==> src/rtl/pll_ctrl_pkg.sv <==
// Shared types and constants for the sampling-clock PLL controller.
//   pll_state_t   : sequencer state encoding
//   PHC_C0/PHC_C1 : PLL phcntsel codes for output counters c0 / c1
//   PHASE_MOD_DEF : default fine-phase steps per VCO period
//   max_of4       : helper for sizing the shared timer
package pll_ctrl_pkg;

   typedef enum logic [2:0] {
      ST_HOLD      = 3'd0,
      ST_WAIT_LOCK = 3'd1,
      ST_IDLE      = 3'd2,
      ST_SETUP     = 3'd3,
      ST_PULSE     = 3'd4,
      ST_GAP       = 3'd5
   } pll_state_t;

   localparam logic [2:0] PHC_C0 = 3'd0;
   localparam logic [2:0] PHC_C1 = 3'd1;

   localparam int PHASE_MOD_DEF = 40;

   function automatic int max_of4(input int a, input int b, input int c, input int d);
      int m;
      m = a;
      if (b > m) m = b;
      if (c > m) m = c;
      if (d > m) m = d;
      return m;
   endfunction

endpackage

==> src/rtl/pll_lock_filter.sv <==
// Lock qualifier for the asynchronous PLL lock pin.
//   refclk    in  controller clock
//   reset     in  synchronous, active-high
//   pll_lock  in  raw PLL lock (asynchronous)
//   lock_ok   out synced lock has been high for LOCK_STABLE consecutive cycles
//   lock_lost out synced lock has been low for 2 consecutive cycles
module pll_lock_filter
   import pll_ctrl_pkg::*;
#(
   parameter int LOCK_STABLE = 256
) (
   input  logic refclk,
   input  logic reset,
   input  logic pll_lock,
   output logic lock_ok,
   output logic lock_lost
);

   localparam int CW = $clog2(LOCK_STABLE + 1);
   localparam logic [CW-1:0] CNT_MAX = CW'(LOCK_STABLE);

   logic          sync1;
   logic          sync2;
   logic          sync2_d;
   logic [CW-1:0] stable_cnt;

   always_ff @(posedge refclk) begin
      if (reset) begin
         sync1      <= 1'b0;
         sync2      <= 1'b0;
         sync2_d    <= 1'b0;
         stable_cnt <= '0;
      end else begin
         sync1   <= pll_lock;
         sync2   <= sync1;
         sync2_d <= sync2;
         // counts consecutive high samples; parks at the qualifying value
         if (!sync2)
            stable_cnt <= '0;
         else if (stable_cnt != CNT_MAX)
            stable_cnt <= stable_cnt + 1'b1;
      end
   end

   assign lock_ok   = (stable_cnt == CNT_MAX);
   assign lock_lost = ~sync2 & ~sync2_d;

endmodule

==> src/rtl/pll_phase_ctrl.sv <==
// Sampling-clock PLL sequencer: power-up/relock pllreset, lock qualification,
// host-requested dynamic phase steps and fine-phase tracking of the ADC clock.
//   refclk          in   controller clock (PLL reference)
//   reset           in   synchronous, active-high
//   pll_lock        in   PLL lock, asynchronous
//   relock_req      in   1-cycle pulse forcing a PLL reset sequence
//   req_valid/ready     phase-step request handshake
//   req_sel/dir/count   counter select, direction (1=up), number of steps
//   pll_reset, pll_phasestep, pll_phaseupdown, pll_phcntsel  PLL pins
//   ready           out  PLL locked and qualified
//   fault           out  sticky lock-timeout flag, cleared by relock_req
//   step_done       out  1-cycle pulse, request completed
//   step_abort      out  1-cycle pulse, request killed by lock loss / relock
//   phase_pos       out  tracked fine phase of the TRACK_SEL output
//
// state     | meaning
// HOLD      | pll_reset asserted for RST_CYCLES
// WAIT_LOCK | reset released, waiting for qualified lock or timeout
// IDLE      | locked, accepting step requests
// SETUP     | phcntsel/phaseupdown settle one cycle before first pulse
// PULSE     | phasestep high for STEP_PULSE cycles
// GAP       | phasestep low for STEP_GAP cycles
module pll_phase_ctrl
   import pll_ctrl_pkg::*;
#(
   parameter int         RST_CYCLES   = 16,
   parameter int         LOCK_STABLE  = 256,
   parameter int         LOCK_TIMEOUT = 65535,
   parameter int         STEP_PULSE   = 2,
   parameter int         STEP_GAP     = 4,
   parameter int         CNT_W        = 6,
   parameter int         PHASE_MOD    = PHASE_MOD_DEF,
   parameter logic [2:0] TRACK_SEL    = PHC_C1
) (
   input  logic                         refclk,
   input  logic                         reset,
   input  logic                         pll_lock,
   input  logic                         relock_req,
   input  logic                         req_valid,
   output logic                         req_ready,
   input  logic [2:0]                   req_sel,
   input  logic                         req_dir,
   input  logic [CNT_W-1:0]             req_count,
   output logic                         pll_reset,
   output logic                         pll_phasestep,
   output logic                         pll_phaseupdown,
   output logic [2:0]                   pll_phcntsel,
   output logic                         ready,
   output logic                         fault,
   output logic                         step_done,
   output logic                         step_abort,
   output logic [$clog2(PHASE_MOD)-1:0] phase_pos
);

   localparam int PH_W    = $clog2(PHASE_MOD);
   localparam int TMR_MAX = max_of4(RST_CYCLES, LOCK_TIMEOUT, STEP_PULSE, STEP_GAP);
   localparam int TMR_W   = $clog2(TMR_MAX + 1);

   localparam logic [TMR_W-1:0] T_RST   = TMR_W'(RST_CYCLES - 1);
   localparam logic [TMR_W-1:0] T_TO    = TMR_W'(LOCK_TIMEOUT - 1);
   localparam logic [TMR_W-1:0] T_PULSE = TMR_W'(STEP_PULSE - 1);
   localparam logic [TMR_W-1:0] T_GAP   = TMR_W'(STEP_GAP - 1);
   localparam logic [PH_W-1:0]  PH_LAST = PH_W'(PHASE_MOD - 1);

   pll_state_t       state;
   logic [TMR_W-1:0] tmr;
   logic [CNT_W-1:0] remain;
   logic [PH_W-1:0]  next_pos;
   logic             lock_ok;
   logic             lock_lost;
   logic             active;
   logic             timeout;
   logic             enter_hold;

   pll_lock_filter #(
      .LOCK_STABLE (LOCK_STABLE)
   ) u_lock_filter (
      .refclk    (refclk),
      .reset     (reset),
      .pll_lock  (pll_lock),
      .lock_ok   (lock_ok),
      .lock_lost (lock_lost)
   );

   always_comb begin
      active     = (state == ST_IDLE) || (state == ST_SETUP) ||
                   (state == ST_PULSE) || (state == ST_GAP);
      timeout    = (state == ST_WAIT_LOCK) && !lock_ok && (tmr == '0);
      // relock in HOLD simply restarts the reset count, so it shares this path
      enter_hold = relock_req || (active && lock_lost) || timeout;
   end

   // lock loss / relock wins over acceptance, so the handshake never lies
   assign req_ready = (state == ST_IDLE) && !lock_lost && !relock_req;

   always_comb begin
      next_pos = phase_pos;
      if (pll_phaseupdown)
         next_pos = (phase_pos == PH_LAST) ? '0 : phase_pos + 1'b1;
      else
         next_pos = (phase_pos == '0) ? PH_LAST : phase_pos - 1'b1;
   end

   always_ff @(posedge refclk) begin
      if (reset) begin
         state           <= ST_HOLD;
         tmr             <= T_RST;
         remain          <= '0;
         pll_reset       <= 1'b1;
         pll_phasestep   <= 1'b0;
         pll_phaseupdown <= 1'b0;
         pll_phcntsel    <= PHC_C0;
         ready           <= 1'b0;
         fault           <= 1'b0;
         step_done       <= 1'b0;
         step_abort      <= 1'b0;
         phase_pos       <= '0;
      end else begin
         step_done  <= 1'b0;
         step_abort <= 1'b0;

         if (relock_req)
            fault <= 1'b0;
         else if (timeout)
            fault <= 1'b1;

         if (enter_hold) begin
            state         <= ST_HOLD;
            tmr           <= T_RST;
            pll_reset     <= 1'b1;
            pll_phasestep <= 1'b0;
            ready         <= 1'b0;
            phase_pos     <= '0;
            step_abort    <= active && (state != ST_IDLE);
         end else begin
            case (state)
               ST_HOLD: begin
                  if (tmr == '0) begin
                     state     <= ST_WAIT_LOCK;
                     pll_reset <= 1'b0;
                     tmr       <= T_TO;
                  end else begin
                     tmr <= tmr - 1'b1;
                  end
               end
               ST_WAIT_LOCK: begin
                  if (lock_ok) begin
                     state <= ST_IDLE;
                     ready <= 1'b1;
                  end else begin
                     tmr <= tmr - 1'b1;
                  end
               end
               ST_IDLE: begin
                  if (req_valid) begin
                     if (req_count == '0) begin
                        step_done <= 1'b1;
                     end else begin
                        state           <= ST_SETUP;
                        pll_phcntsel    <= req_sel;
                        pll_phaseupdown <= req_dir;
                        remain          <= req_count;
                     end
                  end
               end
               ST_SETUP: begin
                  state         <= ST_PULSE;
                  pll_phasestep <= 1'b1;
                  tmr           <= T_PULSE;
               end
               ST_PULSE: begin
                  if (tmr == '0) begin
                     state         <= ST_GAP;
                     pll_phasestep <= 1'b0;
                     remain        <= remain - 1'b1;
                     tmr           <= T_GAP;
                     if (pll_phcntsel == TRACK_SEL)
                        phase_pos <= next_pos;
                  end else begin
                     tmr <= tmr - 1'b1;
                  end
               end
               ST_GAP: begin
                  if (tmr == '0) begin
                     if (remain != '0) begin
                        state         <= ST_PULSE;
                        pll_phasestep <= 1'b1;
                        tmr           <= T_PULSE;
                     end else begin
                        state     <= ST_IDLE;
                        step_done <= 1'b1;
                     end
                  end else begin
                     tmr <= tmr - 1'b1;
                  end
               end
               default: state <= ST_HOLD;
            endcase
         end
      end
   end

endmodule
==> config.mk <==
export PLATFORM = sky130hd
export DESIGN_NAME = pll_phase_ctrl
export DESIGN_NICKNAME = d
export VERILOG_FILES = /design/src/rtl/pll_ctrl_pkg.sv /design/src/rtl/pll_lock_filter.sv /design/src/rtl/pll_phase_ctrl.sv
export SDC_FILE = /design/constraint.sdc
export NUM_CORES = 1
export LEC_CHECK = 0
export CAP_MARGIN = 40
export CORE_MARGIN = 1.5
export CORE_UTILIZATION = 30
export CTS_BUF_LIST = sky130_fd_sc_hd__clkbuf_16
export CTS_CLUSTER_SIZE = 40
export DETAILED_ROUTE_END_ITERATION = 10
export DONT_BUFFER_PORTS = 1
export SYNTH_ARGS = -nofsm -noshare
export SYNTH_HDL_FRONTEND = slang
export SYNTH_HIERARCHICAL = 1
export SYNTH_SLANG_ARGS = --single-unit
==> constraint.sdc <==
create_clock -name refclk -period 4.12 [get_ports refclk]
set_input_delay 0.618 -clock refclk [delete_from_list [all_inputs] [get_ports refclk]]
set_output_delay 0.618 -clock refclk [all_outputs]
set_load 0.05 [all_outputs]
---- Yosys cells after proc, flatten, opt, wreduce, memory -nomap -nowiden ----
Index checks and enable logic that the tools add are counted.
word-level totals
  register bits after elaboration ......... 53
  bits in latches ......................... 0
  memory bits (writable) .................. 0
  ROM bits ................................ 0
  bits of input ports ..................... 15
  output and inout bits ................... 17
  word-level logic and storage cells ...... 109
  memories kept ........................... 0
operators by class
  add/sub/neg operators ................... 5
  $mul .................................... 0
  div/mod/pow operators ................... 0
  magnitude comparators ................... 0
  eq/ne operators ......................... 19
  shift operators ......................... 0
  muxes and demuxes ....................... 30
  bitwise logic cells ..................... 5
  reductions and logical operators ........ 34
operators by type and width
  cell                                                                     count
  16-bit 2-to-1 mux                                                        5
  16-bit case mux with 5 select lines                                      1
  6-bit 2-to-1 mux                                                         6
  3-bit 2-to-1 mux                                                         7
  3-bit case mux with 6 select lines                                       1
  16-bit logical NOT                                                       1
  16-bit by 1-bit subtractor with 16-bit output, second input constant     1
  6-bit logical NOT                                                        2
  6-bit case mux with 2 select lines                                       1
  6-bit by 1-bit subtractor with 6-bit output, second input constant       2
  2-bit inequality test, second input constant                             5
  9-bit by 1-bit adder with 9-bit output, second input constant            1
  9-bit equality test, second input constant                               1
  9-bit inequality test, second input constant                             1
  4-bit AND reduction                                                      2
  2-bit OR reduction                                                       4
  1-bit 2-to-1 mux                                                         7
  6-bit by 1-bit adder with 6-bit output, second input constant            1
  3-bit by 1-bit equality test with 1-bit output, second input constant    2
  3-bit by 2-bit equality test with 1-bit output, second input constant    2
  3-bit equality test, second input constant                               2
  6-bit equality test, second input constant                               1
  1-bit logical AND                                                        6
  2-bit by 1-bit inequality test with 1-bit output, second input constant  3
  other kinds (16)                                                         28

---- Depth between registers and ports, before layout ----
  depth in word-level cells ............... 9
  depth in mapped cells ................... 12
  depth with buffers taken out ............ 9

---- By module ----
The synthesis kept the hierarchy.
by module, submodules not included
  module           times used  cells an instance  area an instance (µm²)  seq. area each (µm²)
  pll_phase_ctrl   1           302                2456.1                  820.8
  pll_lock_filter  1           58                 529.3                   240.2

---- Worst setup path before layout ----
OpenSTA, ideal clock, no wires.
  kind .................................... input-to-output
  from .................................... in relock_req
  to ...................................... out req_ready
  data arrival time ....................... 2117 ps
  data required time ...................... 3502 ps
  slack ................................... 1385 ps
  stages .................................. 1
  path buffers ............................ 0
  cell sequence ........................... nor4_1
on the way
  word-level cells in the longest chain between the ends .. 2
ends and longest elaborated chain
  what                line                  RTL
  start: declaration  pll_phase_ctrl.sv:38  input logic relock_req,
  1-bit logical NOT   pll_phase_ctrl.sv:94  assign req_ready = (state == ST_IDLE) && !lock_lost && !relock_req;
  1-bit logical AND   pll_phase_ctrl.sv:94
  end: declaration    pll_phase_ctrl.sv:40  output logic req_ready,
Every way passes these cells.

---- Worst setup path after layout ----
  from .................................... reg u_lock_filter.stable_cnt[0]
  to ...................................... reg tmr[11]
on the way
  word-level cells in the longest chain between the ends .. 6
  elaborated cells between the ends (all ways) .. 8
  those cells by class .................... eq/ne: 2; reduce/logical: 6
ends and longest elaborated chain
  what                             line                   RTL
  start: declaration               pll_lock_filter.sv:25  logic [CW-1:0] stable_cnt;
  start signal: assignment         pll_lock_filter.sv:41  stable_cnt <= stable_cnt + 1'b1;
  9-bit equality test (*)          pll_lock_filter.sv:45  assign lock_ok = (stable_cnt == CNT_MAX);
  named net lock_ok                pll_phase_ctrl.sv:69   logic lock_ok;
  1-bit logical NOT                pll_phase_ctrl.sv:88   timeout = (state == ST_WAIT_LOCK) && !lock_ok && (tmr == '0);
  1-bit logical AND (2 in series)  pll_phase_ctrl.sv:88
  1-bit logical OR                 pll_phase_ctrl.sv:90   enter_hold = relock_req || (active && lock_lost) || timeout;
  2-bit OR reduction (no line)     n/a
  end signal: assignment           pll_phase_ctrl.sv:143  tmr <= tmr - 1'b1;
  end signal: assignment           pll_phase_ctrl.sv:151  tmr <= tmr - 1'b1;
  end signal: assignment           pll_phase_ctrl.sv:180  tmr <= tmr - 1'b1;
  end: declaration                 pll_phase_ctrl.sv:66   logic [TMR_W-1:0] tmr;
Mark *: on every way through the listed nets, which the timed path passes. The rest lies on a longest branch.
A chain may end at the register's enable or synchronous reset.

==> out/results.txt <==
Total wire length after detailed routing = 7077 um
Global route total overflow = 0
Top cell type by total area after synthesis = sky130_fd_sc_hd__dfxtp_1
Number of buffers inserted during clock tree synthesis = 5
Final setup violation count = 0
Async set-or-reset flop fraction in the synthesized netlist = 0%
Maxcap violations = 0
Crit-path cells = inv_1, ha_1, nor4b_1, and2_1, or3b_2, o211ai_2, nor2_1, a32o_1
HPWL after DPL = 5105 um
Cell at the root of the clock tree = sky130_fd_sc_hd__clkbuf_16
Post-CTS Hold Fix Bufs = 0
IO Port Bufs = 0
Top_reg_cell synth = sky130_fd_sc_hd__dfxtp_1
Number of enable-type register cells in the synthesized netlist = 0
Cells resized by post-CTS repair = 0
Ratio of final minimum period to clock period = 63.89%
Worst setup path class = flip-flop to flip-flop
Main area contributors after synthesis = sky130_fd_sc_hd__dfxtp_1 (36%), sky130_fd_sc_hd__a21oi_1 (4.9%), sky130_fd_sc_hd__nor2_1 (4.7%), sky130_fd_sc_hd__o21ai_0 (3.7%), sky130_fd_sc_hd__ha_1 (3.4%)
Sequential cell area fraction in the yosys report = 35.54%
Arrival time of data at the critical path endpoint = 2.82 ns
Violation count after the first detailed-routing iteration = 190
Final setup TNS = 0 ns
Average wire length per cell after detail routing = 14.59 um
Leakage power figure = 1.132 nW
Skew-Pair Late Insertion Delay = 0.30 ns
Layout-stage area growth over the synthesis result = 7.376%
Kind of end point of the critical path = flip-flop
Tot Pwr = 0.9662 mW
Power per standard cell area = 301.4 nW/um^2
Clock tree sinks = 53
Placer Congestion = 0.8122
TritonCTS clock tree = yes
IR Drop Worst-Case VDD = 0.2250 mV
Top-area cell type share of the netlist area = 35.54%
Most used standard cell by instance count after synthesis = sky130_fd_sc_hd__dfxtp_1
Transition time at the pin with the least slew margin = 0.7901 ns
Number of primary I/O pins = 32
Layout cell share with drive strength beyond 1 = 8.523%
Startpoint types = flip-flop
Number of library cell types mapped by synthesis = 67
Largest fanout of any net on the critical path = 13
Starting density of the core = 30.68%
CTS max path bufs = 2
Vias per inst = 5.396
Vert. Die Dim = 102.8 um
Final layout net count = 374
Headroom to the max-slew limit = 47.26%
Floorplan Core Area = 9729 sq um
CTS clk-pin slew, worst paths = 0.07 ns
Number of hold violations in the final report = 0
Tot GR Track Use = 14.49%
Initial antenna violation count = 0
Required time reported for the critical path endpoint = 4.31 ns
Setup bufs post-CTS = 0
Die area = 10560 sq um
First-pass GRT wire length = 12380 um
Num rows = 36
Vias = 2617
Period minus WS final = 2.632 ns
Pin count of the biggest net entering global routing = 19
Slowest stage cell, crit path = sky130_fd_sc_hd__o211ai_2
Via count of the first global-routing pass = 2531
Gate count after technology mapping = 360
Avg Cell Area, Syn = 8.293 sq um
DRT antenna net count = 0
Final count of pins violating max slew = 0
First-pass DRT Iterations = 4
Worst clock skew on the final layout = 0.006213 ns
Netlist area before placement = 2985 sq um
Die W = 102.8 um
Max H-tree Level = 2
Max incr delay on CP = 0.56 ns
Leading cell types by count after synthesis = sky130_fd_sc_hd__dfxtp_1 (53), sky130_fd_sc_hd__nor2_1 (37), sky130_fd_sc_hd__a21oi_1 (29), sky130_fd_sc_hd__nand2_1 (23), sky130_fd_sc_hd__o21ai_0 (22)
Residual DRC = 0
Number of flip-flops and latches in the synthesized netlist = 53
Total of warnings raised by yosys = 6
Antenna cell count = 0
Worst Hold Class = input pin to flip-flop
Post-Syn Nets = 383
Result of the run = finished, final reports clean
Max Freq = 379.9 MHz
RSZ-0062 raised after global routing = no
Worst hold slack after final layout = 0.3851 ns
Fill cell instance count of the final layout = 1061
[cells by family (layout without fill, tap and decap cells)]
kind of cell | after synthesis | in the layout | synth area share, %
AO/OA/AOI/OAI | 111 | 111 | 25.06
XOR/XNOR | 4 | 4 | 1.174
adder cells (fa/ha/maj) | 8 | 8 | 3.353
buffers and inverters | 33 | 25 | 5.825
flip-flops | 53 | 53 | 35.54
multiplexers | 7 | 7 | 2.347
AND/OR/NAND/NOR | 144 | 144 | 26.70
[where the power goes]
| part | switching (mW) | internal, mW |
|---|---|---|
| Clock | 0.201 | 0.227 |
| Sequential | 0.00145 | 0.514 |
| Combinational | 0.0149 | 0.00743 |
| Total | 0.218 | 0.748 |
[worst max-delay path, delay by kind of cell (launching register included)]
kind / cells / cell delay, ns
adders and majority gates: 1 / 0.19
and+or+nand+nor: 4 / 1.06
DFF: 1 / 0.39
AOI/OAI and AO/OA: 2 / 0.81
buffers and inverters: 1 / 0.08
[routing by layer]
| layer | share of wire [%] | track usage [%] |
|---|---|---|
| met1 | 47 | 18.88 |
| met2 | 48 | 24.66 |
| met3 | 3.9 | 2.780 |
| met4 | 0.99 | 3.846 |
| met5 | 0 | 0 |
[area by class of cell]
type | instances | area [sq um] | area share (%)
timing repair buffer | 3 | 22.52 | 0.7026
multi-input combinational | 274 | 1757 | 54.80
tap | 133 | 166.4 | 5.191
sequential | 53 | 1061 | 33.10
inverter | 14 | 52.55 | 1.639
clock buffer | 5 | 125.1 | 3.903
clock inverter | 3 | 21.27 | 0.6635
[final timing paths]
| check | start | end | slack (ns) | depth (start not counted) |
|---|---|---|---|---|
| min | reset | pll_phcntsel[0]$_SDFFE_PP0P_ | 0.39 | 1 |
| max reg2reg | u_lock_filter/stable_cnt[0]$_SDFFE_PP0P_ | tmr[11]$_SDFFE_PP0P_ | 1.49 | 8 |
| max | u_lock_filter/stable_cnt[0]$_SDFFE_PP0P_ | tmr[11]$_SDFFE_PP0P_ | 1.49 | 8 |
| min reg2reg | u_lock_filter/sync1$_SDFF_PP0_ | u_lock_filter/sync2$_SDFF_PP0_ | 0.44 | 1 |
[metrics by stage]
| stage | instances | utilization (%) | setup WS (ns) | instance area (sq um) |
|---|---|---|---|---|
| finish | 485 | 32.95 | 1.488 | 3206 |
| global route | 485 | 32.95 | 1.249 | 3206 |
| CTS | 485 | 32.95 | 1.476 | 3206 |
| detailed placement | 477 | 31.44 | 1.490 | 3059 |
| global placement | 477 | 31.44 | 1.555 | 3059 |
| floorplan | 360 | - | 1.385 | 2985 |
[flip-flops by register name, summed over array words and instances (netlist names)]
signal / count
u_lock_filter/sync2: 1
step_abort: 1
pll_phcntsel: 3
pll_phaseupdown: 1
ready: 1
fault: 1
u_lock_filter/sync2_d: 1
pll_reset: 1
pll_phasestep: 1
u_lock_filter/sync1: 1
tmr: 16
state: 3
step_done: 1
phase_pos: 6
remain: 6
u_lock_filter/stable_cnt: 9
[layout by cell type (no fill, tap or decap), types with 4 or more instances in the layout]
master / instances
sky130_fd_sc_hd__dfxtp_1: 53
sky130_fd_sc_hd__nor2_1: 37
sky130_fd_sc_hd__a21oi_1: 29
sky130_fd_sc_hd__nand2_1: 23
sky130_fd_sc_hd__o21ai_0: 22
sky130_fd_sc_hd__inv_1: 13
sky130_fd_sc_hd__nor3_1: 13
sky130_fd_sc_hd__nand3_1: 10
sky130_fd_sc_hd__or3_1: 8
sky130_fd_sc_hd__ha_1: 8
sky130_fd_sc_hd__nand2b_1: 7
sky130_fd_sc_hd__nand4_1: 7
sky130_fd_sc_hd__mux2i_1: 7
sky130_fd_sc_hd__o31ai_1: 5
sky130_fd_sc_hd__a211oi_1: 5
sky130_fd_sc_hd__a31oi_1: 5
sky130_fd_sc_hd__o22ai_1: 5
sky130_fd_sc_hd__clkbuf_16: 5
sky130_fd_sc_hd__and3_1: 4
sky130_fd_sc_hd__o311ai_0: 4
sky130_fd_sc_hd__a311oi_1: 4
Note: power is estimated with default switching activity, not from simulation.
